$ cat src/rtl/alu_seq.sv
// Sequential ALU: single-cycle arithmetic/logic ops plus iterative shift-add
// multiply and restoring divide, with registered result and {N,Z,C,V} flags.
module alu_seq #(
    parameter int WIDTH = 32
) (
    input  logic             clk,
    input  logic             reset,
    input  logic             start,
    input  logic [WIDTH-1:0] A,
    input  logic [WIDTH-1:0] B,
    input  logic [3:0]       ALUControl,
    output logic             busy,
    output logic             done,
    output logic [WIDTH-1:0] ALUResult,
    output logic [3:0]       ALUFlags
);

    localparam logic [3:0] OP_ADD  = 4'b0000;
    localparam logic [3:0] OP_SUB  = 4'b0001;
    localparam logic [3:0] OP_AND  = 4'b0010;
    localparam logic [3:0] OP_ORR  = 4'b0011;
    localparam logic [3:0] OP_EOR  = 4'b0100;
    localparam logic [3:0] OP_MOV  = 4'b0111;
    localparam logic [3:0] OP_MUL  = 4'b1000;
    localparam logic [3:0] OP_UDIV = 4'b1001;
    localparam int         CNT_W   = $clog2(WIDTH);

    typedef enum logic [1:0] {S_IDLE, S_ITER, S_DONE} state_t;

    state_t             r_state;
    state_t             w_state_next;
    logic [WIDTH-1:0]   r_a;
    logic [WIDTH-1:0]   r_b;
    logic [WIDTH-1:0]   r_work;
    logic [WIDTH-1:0]   r_shift;
    logic [CNT_W-1:0]   r_count;
    logic               r_is_div;
    logic [WIDTH-1:0]   r_result;
    logic [3:0]         r_flags;

    logic               w_multi;
    logic               w_last;
    logic [WIDTH:0]     w_sc_sum;
    logic [WIDTH-1:0]   w_sc_res;
    logic               w_sc_c;
    logic               w_sc_v;
    logic [3:0]         w_sc_flags;
    logic [WIDTH:0]     w_mul_sum;
    logic [WIDTH:0]     w_div_rem;
    logic               w_div_ge;
    logic [WIDTH-1:0]   w_div_diff;
    logic [WIDTH-1:0]   w_work_next;
    logic [WIDTH-1:0]   w_shift_next;
    logic [WIDTH-1:0]   w_iter_res;

    assign w_multi = (ALUControl == OP_MUL) || (ALUControl == OP_UDIV);
    assign w_last  = (r_count == CNT_W'(WIDTH - 1));

    // NOTE: every output gets a default first so no path through this block infers a latch.
    always_comb begin
        w_sc_sum = '0;
        w_sc_res = A;
        w_sc_c   = 1'b0;
        w_sc_v   = 1'b0;
        case (ALUControl)
            OP_ADD: begin
                w_sc_sum = {1'b0, A} + {1'b0, B};
                w_sc_res = w_sc_sum[WIDTH-1:0];
                w_sc_c   = w_sc_sum[WIDTH];
                w_sc_v   = (A[WIDTH-1] == B[WIDTH-1]) && (w_sc_res[WIDTH-1] != A[WIDTH-1]);
            end
            OP_SUB: begin
                w_sc_sum = {1'b0, A} + {1'b0, ~B} + {{WIDTH{1'b0}}, 1'b1};
                w_sc_res = w_sc_sum[WIDTH-1:0];
                w_sc_c   = w_sc_sum[WIDTH];
                w_sc_v   = (A[WIDTH-1] != B[WIDTH-1]) && (w_sc_res[WIDTH-1] != A[WIDTH-1]);
            end
            OP_AND:  w_sc_res = A & B;
            OP_ORR:  w_sc_res = A | B;
            OP_EOR:  w_sc_res = A ^ B;
            OP_MOV:  w_sc_res = B;
            default: w_sc_res = A;
        endcase
        w_sc_flags = {w_sc_res[WIDTH-1], (w_sc_res == '0), w_sc_c, w_sc_v};
    end

    // {r_work, r_shift} is the product register for MUL and the remainder/quotient pair for UDIV.
    always_comb begin
        w_mul_sum  = {1'b0, r_work} + {1'b0, r_a & {WIDTH{r_shift[0]}}};
        w_div_rem  = {r_work, r_shift[WIDTH-1]};
        w_div_ge   = (w_div_rem >= {1'b0, r_b});
        w_div_diff = w_div_rem[WIDTH-1:0] - r_b;
        if (r_is_div) begin
            w_work_next  = w_div_ge ? w_div_diff : w_div_rem[WIDTH-1:0];
            w_shift_next = {r_shift[WIDTH-2:0], w_div_ge};
            w_iter_res   = (r_b == '0) ? '0 : w_shift_next;
        end else begin
            w_work_next  = w_mul_sum[WIDTH:1];
            w_shift_next = {w_mul_sum[0], r_shift[WIDTH-1:1]};
            w_iter_res   = w_shift_next;
        end
    end

    // NOTE: non-blocking assignments so every register samples pre-edge values.
    always_ff @(posedge clk or negedge reset) begin
        if (!reset) begin
            r_state <= S_IDLE;
        end else begin
            r_state <= w_state_next;
        end
    end

    always_comb begin
        w_state_next = r_state;
        case (r_state)
            S_IDLE:  if (start) w_state_next = w_multi ? S_ITER : S_DONE;
            S_ITER:  if (w_last) w_state_next = S_DONE;
            S_DONE:  w_state_next = S_IDLE;
            default: w_state_next = S_IDLE;
        endcase
    end

    always_comb begin
        busy = (r_state != S_IDLE);
        done = (r_state == S_DONE);
    end

    // NOTE: datapath registers are reset too, so an aborted operation leaves nothing behind.
    always_ff @(posedge clk or negedge reset) begin
        if (!reset) begin
            r_a      <= '0;
            r_b      <= '0;
            r_work   <= '0;
            r_shift  <= '0;
            r_count  <= '0;
            r_is_div <= 1'b0;
            r_result <= '0;
            r_flags  <= '0;
        end else begin
            case (r_state)
                S_IDLE: begin
                    if (start) begin
                        r_a      <= A;
                        r_b      <= B;
                        r_work   <= '0;
                        r_shift  <= (ALUControl == OP_UDIV) ? A : B;
                        r_count  <= '0;
                        r_is_div <= (ALUControl == OP_UDIV);
                        if (!w_multi) begin
                            r_result <= w_sc_res;
                            r_flags  <= w_sc_flags;
                        end
                    end
                end
                S_ITER: begin
                    r_work  <= w_work_next;
                    r_shift <= w_shift_next;
                    r_count <= r_count + CNT_W'(1);
                    if (w_last) begin
                        r_result <= w_iter_res;
                        r_flags  <= {w_iter_res[WIDTH-1], (w_iter_res == '0), 2'b00};
                    end
                end
                default: ;
            endcase
        end
    end

    assign ALUResult = r_result;
    assign ALUFlags  = r_flags;

endmodule

$ cat config.mk
export PLATFORM = sky130hd
export DESIGN_NAME = alu_seq
export DESIGN_NICKNAME = d
export VERILOG_FILES = /design/src/rtl/alu_seq.sv
export SDC_FILE = /design/constraint.sdc
export NUM_CORES = 1
export LEC_CHECK = 0
export CAP_MARGIN = 10
export CORE_MARGIN = 5
export CORE_UTILIZATION = 34
export DETAILED_ROUTE_END_ITERATION = 6
export PLACE_DENSITY_LB_ADDON = 0.1
export SLEW_MARGIN = 10
export SYNTH_ARGS = -nofsm -noshare
export SYNTH_HDL_FRONTEND = slang
export SYNTH_SLANG_ARGS = --single-unit
$ cat constraint.sdc
create_clock -name clk -period 3.3 [get_ports clk]
set_input_delay 0.825 -clock clk [delete_from_list [all_inputs] [get_ports clk]]
set_output_delay 0.825 -clock clk [all_outputs]
set_load 0.01 [all_outputs]
# After elaboration in Yosys (flattened, before gate mapping)
# Cells that the tools add are included.
# op_classes
bitwise_logic,5
n_eq_ne,17
muxes,27
order_cmp,1
addsub,6
reduce_logical,14
# ops
operator,n
$mux 32,11
$pmux 32 s2,3
$pmux 32 s6,1
$add 32x32->33,3
$logic_not 32->1,3
$and 32x32->32,2
$add 33x1->33 const B,1
$ge 33x32->1,1
$not 32->32,1
$or 32x32->32,1
$sub 32x32->32,1
$xor 32x32->32,1
$mux 4,3
$pmux 5 s2,1
$eq 4x2->1 const B,2
$eq 4x3->1 const B,2
$eq 4x4->1 const B,2
$pmux 4 s2,1
$mux 2,3
$ne 2x2->1 const B,3
$reduce_and 2->1,3
$add 5x1->5 const B,1
$eq 5x5->1 const B,1
$mux 5,1
other kinds (13),18
# totals
input_bits,71
reg_bits,172

# Depth between registers and ports, before layout
# depth
depth_word,9
mapped_depth,17

# Worst setup path before layout
# No wires, ideal clock.
# synth_timing
kind,input -> register
startpoint,in A[0]
endpoint,"reg r_flags[2], in the netlist ALUFlags[2]"
t_required_ps,3234
setup_time_ps,66
path_slack_ps,-419
arrival_time_ps,3653
path_buffers,0
path_stages,16
cell_sequence,inv_1 -> ha_1 -> inv_1 -> fa_1 -> nand2b_4 -> a221oi_1 -> o31a_1 -> a311o_1 -> a31oi_1 -> o31a_1 -> mux2i_1 -> o32ai_1 -> o2111ai_1 -> nor4_1 -> nand4_1 -> nand2_1
# synth_via
elab_chain_len,7
word_cells_on_any_way,11
cone_classes,add/sub (3); mux (4); bitwise (3); reduce/logical (1)
# synth_lines
element,line,source
"start, declared",9,"input logic [WIDTH-1:0] A,"
$add 32x32->33,73,"w_sc_sum = {1'b0, A} + {1'b0, ~B} + {{WIDTH{1'b0}}, 1'b1};"
$add 33x1->33,73,
$pmux 32 s6 *,65,case (ALUControl)
$logic_not 32->1 *,84,"w_sc_flags = {w_sc_res[WIDTH-1], (w_sc_res == '0), w_sc_c, w_sc_v};"
$mux 4 *,149,if (!w_multi) begin
$mux 4 *,142,if (start) begin
$pmux 4 s2 *,140,case (r_state)
"end signal, assigned",151,r_flags <= w_sc_flags;
"end signal, assigned",161,"r_flags <= {w_iter_res[WIDTH-1], (w_iter_res == '0), 2'b00};"
"end, declared",39,logic [3:0] r_flags;
# Every way passes the cells marked *; elsewhere a longest branch is shown, timed or not. The select of a mux whose other input is x is not followed.
# A chain may end at the register's enable or synchronous reset.

# Worst setup path in the final report
# layout_timing
startpoint,in B[0]
endpoint,"reg r_flags[2], in the netlist ALUFlags[2]"
# layout_via
elab_chain_len,8
word_cells_on_any_way,12
cone_classes,add/sub (3); mux (4); bitwise (4); reduce/logical (1)
# layout_lines
element,line,source
"start, declared",10,"input logic [WIDTH-1:0] B,"
$not 32->32,73,
$add 32x32->33,73,
$add 33x1->33,73,
$pmux 32 s6 *,65,
$logic_not 32->1 *,84,
$mux 4 *,149,
$mux 4 *,142,
$pmux 4 s2 *,140,
# Marked as above.

==> metrics <==
failing checks setup timing; total power roughly 14 mW; Yosys warnings 0; critical path depth in cells 20; crit path DAT 4.24 ns; Fillers between 4,000 and 5,000; Worst R2R Path Depth 16; Worst Skew ~0.024 ns; Die Y 237.9 um; CTS sink cnt around 170; crit end category register; post-synth net total 2,543; # diodes 0; Worst R2R Setup Slack -0.07 ns; Cell Area, Placed around 0.024 sq mm; Routed WL per cell between 20 and 25 um; Critical R2R Launch r_shift[0]; detailed placement HPWL between 60,000 and 70,000 um; drt via density approximately 5.6; CTS Buf Count 17; Async S/R FF share, synth between 90% and 100%; CP Launch Type input pin; run status complete, but fails checks; Final setup viols 17; Synth Flop Type dfrtp_1; Worst-Skew Late Latency 0.50 ns; fraction of layout instances using a drive strength above 1 between 30 and 40%; Core Region roughly 0.051 sq mm; Setup crit end ALUFlags[2]; Root Buffer clkbuf_16; pin count of the biggest net entering global routing just over 100; Max-cap violations 0; area delta synth->final 56.10%; Reg clk slew, reported paths 0.07 ns; delay of the slowest critical-path stage between 0.4 and 0.5 ns; CP Launch Point B[0]; Design Area, Final approximately 0.028 sq mm; drt first-iter violations between 1,500 and 2,000; syn_area_per_cell 7.686 sq um; Via Count between 20,000 and 25,000; Worst-Margin Slew around 0.97 ns; Final Cycle Share 116.0%; Critical Path Fanout Max 3; Pleak 12.27 nW; Port Buffers between 100 and 150; DR pass1 iterations 5; RSZ-0062 raised after global routing yes; f_max 261.2 MHz; CP delay by family, top compound AO/OA/AOI/OAI gates; Final Worst Setup Slack -0.5278 ns; Post-CTS Hold Buffers 0; synth unique cells around 90; die width approximately 240 um; total gr overflow 0; gpl congestion between 1 and 1.5; Pins Over Slew Limit 0; starting density of the core about a third; final routed DRC violation total 0; kind of critical path in2reg; Worst slew margin between 30% and 40%; initial antenna violation count 2; nets@finish roughly 3,200; Bufs and invs on worst path 6; worst vdd ir 0.3196 mV; number of flops mapped to enable cells by yosys 0; # rows 83; Sum Neg Setup Slack -3.663 ns; Pwr Density approximately 490 mW/mm^2; number of global-route vias before repair 20,440; Final min period 3.828 ns; IO Pins between 100 and 150; slowest CP cell fa_2; Hold Fails Final Rpt 0; clock tree buffer depth 2; final wirelength roughly 87,000 um; flops & latches, synth 171; critical path required time approximately 3.7 ns; Hold Path Class in2async; CP cell instances buf_8, buf_6, ha_4, inv_2, fa_2, nand2b_4, a221oi_4, o31a_1, buf_4, a311o_2, buf_12, a31oi_4, o31a_1, mux2i_1, o32ai_2, o2111ai_2, nor4_2, buf_4, nand4_1, nand2_1; global-route wire length before repair between 100,000 and 150,000 um; die area 0.05658 sq mm; Max H-tree Level 4; Syn Inst Count approximately 2,300; GRT Resource Usage Total a little under 30%; Crit Reg-Reg Endpoint r_work[31]; CTS tree done; Routed Antenna Nets 0; Synth Cell Area approximately 0.018 sq mm; fraction of the yosys area taken by sequential cells 24.24%
## worst min-delay path by stage
stage                     startpoint            end  cells past startpoint
after floorplan              r_a[29]        r_a[29]                      2
final                          reset  ALUResult[11]                      1
after global routing           reset   ALUResult[3]                      1
after CTS                      reset         r_a[6]                      1
after detailed placement      r_a[5]         r_a[5]                      2
after global placement        r_a[5]         r_a[5]                      2
## sequential cells by signal (all words and copies together) (netlist names)
name,flops
ALUResult,32
r_a,32
r_b,32
r_shift,32
r_work,32
r_count,5
ALUFlags,3
r_state,2
r_is_div,1
## metrics by stage
stage | hold slack [ns] | std cells | worst slack, ns | util (%)
global placement | 0.4546 | 3540 | -1.685 | 46.46
detailed placement | 0.4640 | 3540 | -1.781 | 46.46
floorplan | 0.4418 | 2297 | -0.3493 | -
CTS | 0.3280 | 3619 | -0.7696 | 51.27
global route | 0.3529 | 3671 | -0.6508 | 53.61
finish | 0.3182 | 3671 | -0.5278 | 53.61
## area by class of cell
| type | count | area (sq um) | share of cell area, % |
|---|---|---|---|
| clock inverters | 13 | 141.4 | 0.5131 |
| clock buffers | 19 | 442.9 | 1.607 |
| inverters | 154 | 601.8 | 2.184 |
| multi-input cells | 1829 | 14460 | 52.46 |
| repair buffers | 805 | 6770 | 24.57 |
| flip-flops and latches | 171 | 4293 | 15.58 |
| well taps | 680 | 850.8 | 3.087 |
## power by group
part	leakage (nW)	total (mW)	internal, mW	switching, mW
clock	0.288	2.11	1.03	1.08
sequential	2.15	3.32	2.70	0.620
combinational	9.83	8.13	3.96	4.17
total	12.3	13.6	7.69	5.87
## metal layers
metal	vias to the layer above	part of all wire (%)	global-route usage, %
met5	-	0.015	0
met4	2	3.6	9.201
met3	169	5.5	3.733
met2	760	45	47.44
met1	10090	46	41.34
li1	9720	-	-
## cells by family after synthesis
| kind of cell | after synthesis | synth area share [%] |
|---|---|---|
| compound gates | 799 | 29.21 |
| simple gates | 717 | 19.91 |
| flops | 171 | 24.24 |
| fa+ha+maj | 175 | 12.57 |
| xor+xnor | 67 | 3.324 |
| mux | 71 | 4.125 |
| buf+inv | 297 | 6.619 |
## layout by cell type (no fill, tap or decap), types with 20 or more instances in the layout
master and n:
ha_1 103, a211oi_1 36, o211ai_1 20, nor3_1 30, inv_1 106, nand3_1 71, nor2b_1 44, buf_4 626
clkbuf_16 20, xnor2_1 43, a21oi_1 154, inv_2 41, o21ai_1 41, mux2i_1 64, a21o_1 48, buf_6 49
o21ai_0 169, nand4_1 26, nand2_1 235, nor2_1 115, a21oi_2 35, nand2b_1 25, dfrtp_1 162, o221ai_1 35
xor2_1 23, clkdlybuf4s50_1 66, a22oi_1 23, ha_4 59, and2_1 37
## timing repair
action | CTS | global route
gates cloned | 1 | 3
endpoints found under the setup margin | 61 | 57
gates resized for setup | 394 | 219
pin swaps | 107 | 116
setup buffers | 49 | 60
## Yosys cell counts, types with 5 or more instances
cell | n | share of area [%]
o31a_1 | 8 | 0.40
o2111ai_1 | 10 | 0.50
nor2_1 | 123 | 2.6
o31ai_1 | 22 | 0.94
mux2i_1 | 66 | 3.7
o21ai_1 | 10 | 0.28
clkbuf_1 | 116 | 2.5
nand3_1 | 75 | 2.1
a21boi_0 | 6 | 0.26
a21oi_1 | 198 | 5.6
xor2_1 | 24 | 1.2
nand2_1 | 242 | 5.1
xnor2_1 | 43 | 2.1
o21bai_1 | 13 | 0.55
and3_1 | 16 | 0.57
buf_2 | 13 | 0.37
or4_1 | 9 | 0.38
a2111oi_0 | 5 | 0.25
and2_1 | 44 | 1.6
a21o_1 | 48 | 2.0
a211o_1 | 10 | 0.50
a211oi_1 | 47 | 2.0
nor2b_1 | 47 | 1.7
o211ai_1 | 20 | 0.85
a41oi_1 | 5 | 0.25
a31oi_1 | 25 | 0.89
a221oi_1 | 12 | 0.60
ha_1 | 171 | 12
or3_1 | 13 | 0.46
nand2b_1 | 26 | 0.92
buf_1 | 7 | 0.15
inv_1 | 153 | 3.3
nand4_1 | 26 | 0.92
o21a_1 | 16 | 0.68
nor4_1 | 27 | 0.96
o221ai_1 | 38 | 1.9
or2_2 | 8 | 0.28
nor3_1 | 38 | 1.1
o21ai_0 | 209 | 5.9
a22oi_1 | 24 | 1.0
dfrtp_1 | 171 | 24
o22ai_1 | 13 | 0.46
(Power assumes the default switching activity.)
